File: config.mk
export PLATFORM = sky130hd
export DESIGN_NAME = usart_tx_fifo
export DESIGN_NICKNAME = d
export VERILOG_FILES = /design/src/rtl/usart_tx_fifo.sv
export SDC_FILE = /design/constraint.sdc
export NUM_CORES = 1
export LEC_CHECK = 0
export ABC_AREA = 1
export BUFFER_PORTS_ARGS = -buffer_cell sky130_fd_sc_hd__buf_2
export CORE_ASPECT_RATIO = 0.9
export CORE_MARGIN = 10
export CORE_UTILIZATION = 50
export CTS_CLUSTER_DIAMETER = 200
export DETAILED_ROUTE_END_ITERATION = 8
export PLACE_DENSITY = 0.67
export RECOVER_POWER = 100
export SLEW_MARGIN = 5
export SYNTH_ARGS = -nofsm -noshare
export SYNTH_HDL_FRONTEND = slang
export SYNTH_SLANG_ARGS = --single-unit
File: constraint.sdc
create_clock -name clk -period 4 [get_ports clk]
set_clock_uncertainty 0.05 [all_clocks]
set_input_delay 0.4 -clock clk [delete_from_list [all_inputs] [get_ports clk]]
set_output_delay 0.4 -clock clk [all_outputs]
set_load 0.01 [all_outputs]
File: src/rtl/usart_tx_fifo.sv
// Buffered USART transmitter: byte FIFO feeding an 8N1 serializer.
// Optional parity bit compiled in with USART_TX_PARITY_EN.
module usart_tx_fifo #(
  parameter int CLK_FREQ   = 100000000,
  parameter int BAUD_RATE  = 115200,
  parameter int DATA_BIT   = 8,
  parameter int FIFO_DEPTH = 4,
  parameter int PARITY_ODD = 0
) (
  input  logic                             clk,
  input  logic                             reset,
  input  logic [DATA_BIT-1:0]              in_data,
  input  logic                             in_valid,
  output logic                             in_ready,
  output logic                             tx,
  output logic                             busy,
  output logic [$clog2(FIFO_DEPTH+1)-1:0]  fifo_count
);

  localparam int CPB = CLK_FREQ / BAUD_RATE;
  localparam int CW  = $clog2(CPB + 1);
  localparam int PW  = $clog2(FIFO_DEPTH);
  localparam int NW  = $clog2(FIFO_DEPTH + 1);
  localparam int BW  = $clog2(DATA_BIT);

  typedef enum logic [2:0] {
    IDLE,
    START,
    DATA,
`ifdef USART_TX_PARITY_EN
    PARITY,
`endif
    STOP
  } state_t;

  logic [DATA_BIT-1:0] mem_q [FIFO_DEPTH];
  logic [PW-1:0]       wr_q, rd_q;
  logic [NW-1:0]       cnt_q;

  state_t              state_q, state_d;
  logic [CW-1:0]       baud_q, baud_d;
  logic [BW-1:0]       bit_q, bit_d;
  logic [DATA_BIT-1:0] shift_q, shift_d;
  logic                tx_q, tx_d;
`ifdef USART_TX_PARITY_EN
  logic                par_q, par_d;
`endif

  logic                push, pop, load, baud_end;
  logic [DATA_BIT-1:0] head;

  assign in_ready   = cnt_q != NW'(FIFO_DEPTH);
  assign fifo_count = cnt_q;
  assign busy       = state_q != IDLE;
  assign tx         = tx_q;
  assign push       = in_valid && in_ready;
  assign head       = mem_q[rd_q];
  assign baud_end   = baud_q == CW'(CPB - 1);

  // FIFO storage; only written on an accepted push
  always_ff @(posedge clk) begin
    if (push) mem_q[wr_q] <= in_data;
  end

  // FIFO pointers and occupancy
  always_ff @(posedge clk) begin
    if (reset) begin
      wr_q  <= '0;
      rd_q  <= '0;
      cnt_q <= '0;
    end else begin
      if (push) wr_q <= wr_q + PW'(1);
      if (pop)  rd_q <= rd_q + PW'(1);
      cnt_q <= cnt_q + NW'(push) - NW'(pop);
    end
  end

  // Serializer state register
  always_ff @(posedge clk) begin
    if (reset) begin
      state_q <= IDLE;
      baud_q  <= '0;
      bit_q   <= '0;
      shift_q <= '0;
      tx_q    <= 1'b1;
`ifdef USART_TX_PARITY_EN
      par_q   <= 1'b0;
`endif
    end else begin
      state_q <= state_d;
      baud_q  <= baud_d;
      bit_q   <= bit_d;
      shift_q <= shift_d;
      tx_q    <= tx_d;
`ifdef USART_TX_PARITY_EN
      par_q   <= par_d;
`endif
    end
  end

  // Next-state: frame sequencing and FIFO pop
  always_comb begin
    state_d = state_q;
    baud_d  = baud_end ? '0 : baud_q + CW'(1);
    bit_d   = bit_q;
    shift_d = shift_q;
    tx_d    = tx_q;
    load    = 1'b0;
`ifdef USART_TX_PARITY_EN
    par_d   = par_q;
`endif
    unique case (state_q)
      IDLE: begin
        baud_d = '0;
        tx_d   = 1'b1;
        load   = cnt_q != '0;
      end
      START: begin
        if (baud_end) begin
          state_d = DATA;
          bit_d   = '0;
          tx_d    = shift_q[0];
        end
      end
      DATA: begin
        if (baud_end) begin
          if (bit_q == BW'(DATA_BIT - 1)) begin
`ifdef USART_TX_PARITY_EN
            state_d = PARITY;
            tx_d    = par_q;
`else
            state_d = STOP;
            tx_d    = 1'b1;
`endif
          end else begin
            bit_d   = bit_q + BW'(1);
            shift_d = shift_q >> 1;
            tx_d    = shift_q[1];
          end
        end
      end
`ifdef USART_TX_PARITY_EN
      PARITY: begin
        if (baud_end) begin
          state_d = STOP;
          tx_d    = 1'b1;
        end
      end
`endif
      STOP: begin
        if (baud_end) begin
          state_d = IDLE;
          tx_d    = 1'b1;
          load    = cnt_q != '0;
        end
      end
      default: begin
        state_d = IDLE;
        tx_d    = 1'b1;
      end
    endcase
    // pop the head straight into a start bit (from IDLE or end of STOP)
    if (load) begin
      state_d = START;
      baud_d  = '0;
      shift_d = head;
      tx_d    = 1'b0;
`ifdef USART_TX_PARITY_EN
      par_d   = ^head ^ 1'(PARITY_ODD);
`endif
    end
    pop = load;
  end

endmodule
[Yosys cells after proc, flatten, opt, wreduce, memory -nomap -nowiden]
Memory sizes are Yosys's and may differ from the RTL's. A register that Yosys moved wholly into a read port is not among the register bits.
Index checks and enable logic that the tools add are counted.
Storage, ports and cells
  logic and storage cells: 73
  bits in read-only memories: 0
  bits in latches: 0
  memories: 1
  memory bits (writable): 32
  register bits: 32
Memories
  mem_q: words 4, width 8, read ports 1, clocked after memory_dff 1, write ports 1, line 36  | logic [DATA_BIT-1:0] mem_q [FIFO_DEPTH];
Cells by class
  divide/modulo/power cells: 0
  $mul: 0
  mux-type cells: 25
  order comparisons: 0
  add/subtract/negate cells: 6
  shift operators: 0
  reduce and logical (&&, ||, !) cells: 14
  eq/ne operators: 17
  bitwise gates (word level): 1
Operators by type and width (count)
  $mux W8: 4
  $mux W3: 6
  $ne A3 B3 Y1 const B: 5
  $ne A2 B2 Y1 const B: 7
  $pmux W3 S4: 1
  $add A10 B1 Y10 const B: 1
  $eq A10 B10 Y1 const B: 1
  $reduce_and A5 Y1: 2
  $mux W1: 9
  $eq A3 B2 Y1 const B: 2
  $pmux W3 S2: 1
  $reduce_and A3 Y1: 2
  $reduce_bool A2 Y1: 3
  $reduce_bool A3 Y1: 2
  $add A2 B1 Y2 const B: 2
  $mux W2: 2
  $reduce_and A4 Y1: 1
  $reduce_or A4 Y1: 1
  $add A3 B1 Y3: 1
  $add A3 B1 Y3 const B: 1
  $eq A3 B1 Y1 const B: 1
  $eq A3 B3 Y1 const B: 1
  $logic_not A3 Y1: 1
  $pmux W1 S3: 1
  other kinds (5): 5

[Logic depth before layout (Yosys ltp)]
Gate-level depths: netlist of run 1.
  depth after elaboration: 5
  mapped depth: 13
  mapped depth without buffers: 13

[Worst setup path after synthesis of run 1]
Ideal clock, no wire load.
  kind: flip-flop to flip-flop
  start point: reg state_q[0]
  end point: reg cnt_q[2] (netlist: fifo_count[2])
  data arrival time: 2.239 ns
  slack: 1.583 ns
  path buffers: 1
  clock period less this slack: 2.417 ns
  cell stages (with the launch flop): 12
  cells stage by stage: dfxtp_1 -> inv_1 -> ha_1 -> nor3_4 -> nand2_8 -> buf_8 -> nand3_1 -> nand2_1 -> ha_1 -> fa_1 -> xor2_1 -> nor2_1
On the way
  cells in the longest elaborated chain, start to end: 3
  elaborated cells between the ends (all ways): 4
  classes of those cells: 1 x add/sub; 1 x eq/ne; 1 x mux; 1 x reduce/logical
RTL lines
  start, declared: line 40  | state_t state_q, state_d;
  start signal, assigned: line 90  | state_q <= state_d;
  $eq A3 B2 Y1 / $logic_not A3 Y1 (equally long branches): line 112  | unique case (state_q)
  $pmux W1 S2 (*): line 112
  $sub A3 B1 Y3 (*): line 74  | cnt_q <= cnt_q + NW'(push) - NW'(pop);
  end signal, assigned: line 74
  end, declared: line 38  | logic [NW-1:0] cnt_q;
Every way passes the cells marked *; elsewhere a longest branch is shown, timed or not.
A chain may end at the register's enable or synchronous reset.

[Worst setup path after layout of run 1]
  start point: reg state_q[0]
  end point: reg cnt_q[1] (netlist: fifo_count[1])
The elaborated chain is that of the path after synthesis.

==> results.sh, run 1 <==
export IMPL_hpwl_mm=3.71
export IMPL_cts_buffers_inserted=9
export IMPL_worstHoldPathCells=1
export IMPL_grt_max_degree=19
export IMPL_r2r_slack_ns=1.18
export IMPL_clk_pin_slew_ns=0.07
export IMPL_grt_pass1_vias=2039
export IMPL_wl_met3_um=298
export IMPL_die_x_um=101
export IMPL_path_class="flip-flop to flip-flop"
export IMPL_antennaDiodeCount=0
export IMPL_postCtsHoldBufs=0
export IMPL_num_io_pins=17
export IMPL_grt_remaining_overflow=0
export IMPL_wl_met2_mm=2.53
export IMPL_ir_drop_mv=0.334
export IMPL_postRouteAntennaNets=0
export IMPL_yosys_register_bits=65
export IMPL_worstPathArrival_ns=3.00
export IMPL_regArea_um2=1620
export IMPL_path_buf_inv=3
export IMPL_avgSynthCellArea_um2=9.31
export IMPL_first_pass_iters=4
export IMPL_p_leak_nw=1.28
export IMPL_setup_viol_count_final=0
export IMPL_power_w=0.00209
export IMPL_power_frac_comb_pct=25.4
export IMPL_drt_wirelength_per_cell_um=12.9
export IMPL_synth_edf_count=32
export IMPL_ys_types=33
export IMPL_cts_setup_buffers=0
export IMPL_rsz0062_at_grt="false"
export IMPL_switching_power_w=0.000683
export IMPL_fill_cells=509
export IMPL_track_usage_pct=12.3
export IMPL_max_cap_violations=0
export IMPL_grt_first_pass_wirelength_mm=9.22
export IMPL_routed_via_density=4.99
export IMPL_drc=0
export IMPL_fp_dieH_um=92.9
export IMPL_reg2regPathDepth=11
export IMPL_swShare_pct=32.7
export IMPL_synthDominantCellAreaShare_pct=32.5
export IMPL_antenna_found_initial=0
export IMPL_hp_start="in_data[2]"
export IMPL_final_layout_size_suffix_gt1_share_pct=8.77
export IMPL_crit_path_end_kind="flip-flop"
export IMPL_yosysTopAreaCell="edfxtp_1"
export IMPL_clock_sinks=65
export IMPL_relSlewSlack_pct=47.8
export IMPL_reg2reg_to="fifo_count[1]$_SDFF_PP0_"
export IMPL_start_kind="flip-flop"
export IMPL_ys_flop_type="dfxtp_1"
export IMPL_tightest_slew_ns=0.780
export IMPL_path_cells="inv_1 -> ha_1 -> nor3_4 -> nand2_1 -> inv_1 -> nand2_1 -> nand2_1 -> ha_1 -> fa_1 -> inv_1 -> nor2_1"
export IMPL_min_path_type="input port to flip-flop"
export IMPL_min_to="mem_q[3][2]$_DFFE_PP_"
export IMPL_topRoutingLayerUsed="met4"
export IMPL_fin_setup_tns_ns=0
export IMPL_crit_start="state_q[0]$_SDFFE_PP0P_"
export IMPL_cpLargestDelayFamily="simple AND/OR/NAND/NOR gates"
export IMPL_yosysSeqAreaShare_pct=54.9
export IMPL_initial_core_util_pct=51.9
export IMPL_cp_max_fo=18
export IMPL_internal_power_w=0.00140
export IMPL_wirelength_mm=5.31
export IMPL_netlist_instances=317
export IMPL_dr_first_iter_drc_count=81
export IMPL_slew_viol_final=0
export IMPL_root_buffer="clkbuf_8"
export IMPL_outcome="finished clean"
export IMPL_p_per_area_nw_per_um2=636
export IMPL_hold_violations=0
export IMPL_pwr_share_seq_pct=41.6
export IMPL_timing_final_crit_period_ns=2.82
export IMPL_yosysWarnings=0
export IMPL_synth_most_common_cell="nor2_1"
export IMPL_syn_area_um2=2950
export IMPL_synthTopCellsByCount="nor2_1, inv_1, dfxtp_1, nand2_1, edfxtp_1"
export IMPL_post_route_period_util_pct=70.6
export IMPL_core_um2=5690
export IMPL_portBuffers=16
export IMPL_crit_path_max_incr_delay_ns=0.42
export IMPL_critPathSlowestCell="nand2_1"
export IMPL_clk_path_buf_depth=2
export IMPL_clkPwrFrac_pct=33.0
export IMPL_met1_length_mm=2.43
export IMPL_clk_latency_ns=0.34
export IMPL_async_reset_ff_share_pct=0
export IMPL_syn_nets=341
export IMPL_num_nets_final=361
export IMPL_vias=2057
export IMPL_synthTopCellsByArea="edfxtp_1, dfxtp_1, nor2_1, ha_1, inv_1"
export IMPL_required_ns=4.17
export IMPL_syn_to_final_growth_pct=11.2
export IMPL_gp_congestion=0.862
export IMPL_dieArea_um2=9380
export IMPL_htreeDepth=3
export IMPL_tritoncts="yes"
export IMPL_timing_rr_start="state_q[0]$_SDFFE_PP0P_"
export IMPL_multi_input_area_um2=1130
export IMPL_max_freq_ghz=0.354
export IMPL_rows=26
export IMPL_post_cts_resized=0
-- how the worst max path moves through the flow --
stage / end / slack [ns] / depth (start not counted)
6_report: fifo_count[1]$_SDFF_PP0_ / 1.18 / 11
5_1_grt: fifo_count[1]$_SDFF_PP0_ / 0.90 / 11
4_1_cts: fifo_count[1]$_SDFF_PP0_ / 1.40 / 11
3_5_place_dp: fifo_count[1]$_SDFF_PP0_ / 1.41 / 11
3_3_place_gp: fifo_count[1]$_SDFF_PP0_ / 1.55 / 11
2_1_floorplan: fifo_count[2]$_SDFF_PP0_ / 1.58 / 11
-- routing by layer --
| metal | up-vias | GRT usage [%] |
|---|---|---|
| met5 | - | 0 |
| met4 | 0 | 5.68 |
| met3 | 7 | 4.68 |
| met2 | 34 | 19.5 |
| met1 | 933 | 14.5 |
| li1 | 1083 | - |
-- kinds of logic after synthesis --
logic type                 count (synthesis)  share of synthesized area [%]
AOI/OAI and AO/OA                         46                           8.31
xor gates and xnor gates                   6                           1.78
adders and majority gates                 13                           5.76
buffers and inverters                     43                           5.97
DFF                                       65                           54.9
and+or+nand+nor                          144                           23.3
-- stage by stage --
step | utilization (%) | cell area, um2 | setup slack (ns) | hold slack, ns | instances
finish | 57.7 | 3280 | 1.18 | 0.261 | 412
global route | 57.7 | 3280 | 0.899 | 0.254 | 412
CTS | 58.5 | 3330 | 1.40 | 0.200 | 412
detailed placement | 54.1 | 3080 | 1.41 | 0.389 | 396
global placement | 54.1 | 3080 | 1.55 | 0.381 | 396
floorplan | - | 2950 | 1.58 | 0.368 | 317
-- power by group through the flow --
stage | Sequential, W | Combinational (W) | Clock, W
4_1_cts | 0.000868 | 0.000571 | 0.000703
2_1_floorplan | 0.000863 | 0.000464 | 0
3_5_place_dp | 0.000883 | 0.000565 | 0
3_3_place_gp | 0.000881 | 0.000557 | 0
5_1_grt | 0.000883 | 0.000623 | 0.000736
6_report | 0.000868 | 0.000531 | 0.000688
-- flip-flops by register name (all words and copies together), names as in the netlist, named ones only --
| name | flops |
|---|---|
| fifo_count | 3 |
| rd_q | 2 |
| baud_q | 10 |
| bit_q | 3 |
| mem_q | 32 |
| wr_q | 2 |
| state_q | 2 |
| shift_q | 8 |
| tx | 1 |
-- area by class of cell --
class,count,share of cell area (%)
Clock buffer,9,3.77
Sequential cell,65,49.4
Clock inverter,7,3.81
Inverter,36,4.12
Multi-Input combinational cell,209,34.3
Timing Repair Buffer,16,1.91
Tap cell,70,2.67
-- cell usage in the layout (no fill, tap or decap), types with 2 or more instances in the layout --
cell type / n
a21oi_1: 13
o21ai_0: 26
nand2_2: 2
inv_6: 3
buf_2: 2
xor2_1: 5
edfxtp_1: 32
nand4_1: 3
clkbuf_8: 9
nand3_1: 19
ha_1: 12
bufinv_16: 3
o21ai_1: 3
nor3_1: 3
nand2_1: 35
inv_1: 36
clkbuf_1: 14
nor2_1: 70
dfxtp_1: 33
nor2_4: 2
nor3b_1: 2
nand3_2: 2
No activity file was read; power rests on OpenSTA's default activity.
==> run 2, diff against run 1 <==
- ABC_AREA: 1 -> 0
- PLACE_DENSITY: 0.67 -> 0.7
- clock period: 4 -> 2.31 ns (I/O delays scaled with it)
==> run 2 against run 1 <==
Net effect:
- largest power group unchanged
- utilization grew 2.4 points
- sequential cell count stayed put
- power up 88%
- area after synthesis shrank 3.0%
- critical path type unchanged
- first-iteration DRC count fell by 43%
- highest routed layer unchanged
- synthesized cell count decreased by 28%
==> results.sh, run 2 <==
export IMPL_power_frac_comb_pct=30.5
export IMPL_ys_types=44
export IMPL_internal_power_w=0.00276
export IMPL_rows=26
export IMPL_track_usage_pct=11.9
export IMPL_yosysSeqAreaShare_pct=56.6
export IMPL_outcome="finished clean"
export IMPL_clk_path_buf_depth=2
export IMPL_antennaDiodeCount=0
export IMPL_switching_power_w=0.00117
export IMPL_async_reset_ff_share_pct=0
export IMPL_max_freq_ghz=0.451
export IMPL_htreeDepth=3
export IMPL_crit_path_end_kind="flip-flop"
export IMPL_clk_pin_slew_ns=0.07
export IMPL_hpwl_mm=3.49
export IMPL_hold_violations=0
export IMPL_fin_setup_tns_ns=0
export IMPL_p_per_area_nw_per_um2=1160
export IMPL_dr_first_iter_drc_count=46
export IMPL_stdcell_area_um2=3380
export IMPL_core_um2=5630
export IMPL_pwr_share_seq_pct=39.8
export IMPL_worstPathArrival_ns=2.39
export IMPL_num_io_pins=17
export IMPL_required_ns=2.48
export IMPL_syn_nets=252
export IMPL_fin_util_pct=60.1
export IMPL_vias=1809
export IMPL_root_buffer="clkbuf_8"
export IMPL_p_leak_nw=1.19
export IMPL_grt_max_degree=18
export IMPL_routed_via_density=5.38
export IMPL_cts_buffers_inserted=9
export IMPL_timing_final_crit_period_ns=2.22
export IMPL_die_x_um=99.8
export IMPL_regArea_um2=1630
export IMPL_synth_edf_count=32
export IMPL_tritoncts="yes"
export IMPL_synth_most_common_cell="dfxtp_1"
export IMPL_grt_first_pass_wirelength_mm=8.63
export IMPL_synthDominantCellAreaShare_pct=33.5
export IMPL_clkPwrFrac_pct=29.7
export IMPL_yosysWarnings=0
export IMPL_relSlewSlack_pct=70.9
export IMPL_min_path_type="input port to flip-flop"
export IMPL_post_route_period_util_pct=96.0
export IMPL_final_layout_size_suffix_gt1_share_pct=22.6
export IMPL_max_flop_register="mem_q"
export IMPL_setup_viol_count_final=0
export IMPL_final_cell_mix="edfxtp_1, dfxtp_1, nor2_1"
export IMPL_fin_hold_ws_ns=0.0926
export IMPL_ir_drop_mv=0.662
export IMPL_rsz0062_at_grt="true"
export IMPL_wirelength_mm=4.95
export IMPL_antenna_found_initial=0
export IMPL_gp_congestion=0.832
export IMPL_drt_wirelength_per_cell_um=14.7
export IMPL_postCtsHoldBufs=0
export IMPL_swShare_pct=29.7
export IMPL_yosys_register_bits=65
export IMPL_yosysTopAreaCell="edfxtp_1"
export IMPL_top_regs="mem_q (32), baud_q (10), shift_q (8)"
export IMPL_first_pass_iters=4
export IMPL_max_cap_violations=0
export IMPL_largest_reg_flops=32
export IMPL_initial_core_util_pct=50.9
export IMPL_synthTopCellsByArea="edfxtp_1, dfxtp_1, mux4_2, ha_1, xnor2_1"
export IMPL_grt_pass1_vias=1766
export IMPL_ys_flop_type="dfxtp_1"
export IMPL_postPlaceCellArea_um2=3140
export IMPL_postRouteAntennaNets=0
export IMPL_grt_remaining_overflow=0
export IMPL_synthTopCellsByCount="dfxtp_1, edfxtp_1, nor2_1, a21oi_1, nand2_1"
export IMPL_fp_dieH_um=91.8
export IMPL_cp_max_fo=3
export IMPL_avgSynthCellArea_um2=12.6
export IMPL_multi_input_area_um2=1200
export IMPL_tightest_slew_ns=0.436
export IMPL_syn_area_um2=2870
export IMPL_final_common_cell="edfxtp_1"
export IMPL_path_class="flip-flop to flip-flop"
export IMPL_start_kind="flip-flop"
export IMPL_portBuffers=16
export IMPL_drc=0
export IMPL_dieArea_um2=9160
export IMPL_fill_cells=449
export IMPL_clk_latency_ns=0.34
export IMPL_slew_viol_final=0
export IMPL_syn_to_final_growth_pct=18.0
export IMPL_netlist_instances=228
export IMPL_clock_sinks=65
export IMPL_num_nets_final=285
-- run 2: final timing paths --
| kind | slack, ns | start | depth (start not counted) | endpoint |
|---|---|---|---|---|
| worst min register to register | 0.40 | baud_q[0]$_SDFF_PP0_ | 1 | baud_q[0]$_SDFF_PP0_ |
| worst min-delay path | 0.09 | in_data[2] | 1 | mem_q[2][2]$_DFFE_PP_ |
| worst max-delay path | 0.09 | baud_q[1]$_SDFF_PP0_ | 10 | fifo_count[2]$_SDFF_PP0_ |
| worst max register to register | 0.09 | baud_q[1]$_SDFF_PP0_ | 10 | fifo_count[2]$_SDFF_PP0_ |
-- run 2: cell type report --
type | count | share of cell area (%)
timing repair buffer | 33 | 5.51
sequential | 65 | 48.2
multi-input combinational | 143 | 35.5
clock buffer | 11 | 4.18
inverter | 9 | 0.999
clock inverter | 5 | 3.07
tap | 70 | 2.59
-- run 2: logic make-up after synthesis --
| logic type | synth area share [%] |
|---|---|
| buffers and inverters | 3.01 |
| and+or+nand+nor | 13.5 |
| adders and majority gates | 5.94 |
| AOI/OAI and AO/OA | 7.47 |
| muxes | 9.87 |
| DFF | 56.6 |
| xor gates and xnor gates | 3.67 |
-- run 2: per-stage QoR --
stage,std cells,total power [W],worst slack [ns]
4_1_cts,336,0.00398,0.0550
6_report,336,0.00393,0.0924
3_3_place_gp,320,0.00278,0.0725
5_1_grt,336,0.00418,-0.0745
3_5_place_dp,320,0.00280,0.0191
2_1_floorplan,228,0.00246,-0.0601
-- run 2: layer usage --
metal	global-route usage [%]	share of wire (%)	vias up
met5	0	0	-
met1	15.7	49	858
met2	15.9	44	32
met3	4.73	4.9	9
met4	7.40	2.2	0
li1	-	-	910
-- run 2: what timing repair did --
action,CTS,global route
resized for setup,0,3
setup buffers,0,0
pin swaps,1,4
setup endpoints to repair,1,1
endpoints found under the hold margin,0,0
-- run 2: power by group through the flow --
stage	registers, W	logic, W	clock network, W
after detailed placement	0.00159	0.00121	0
final	0.00156	0.00120	0.00117
after CTS	0.00157	0.00122	0.00119
after global placement	0.00158	0.00120	0
after global routing	0.00160	0.00134	0.00125
after floorplan	0.00155	0.000911	0
-- run 2: worst max-delay path, cell delays in order (launching register included) --
cell     delay [ns]
dfxtp_4        0.37
ha_4           0.12
and4b_2        0.25
a41oi_4        0.12
nor3_4         0.23
xnor2_1        0.10
ha_2           0.18
fa_2           0.35
xnor2_2        0.14
xnor2_1        0.13
nor2_1         0.05
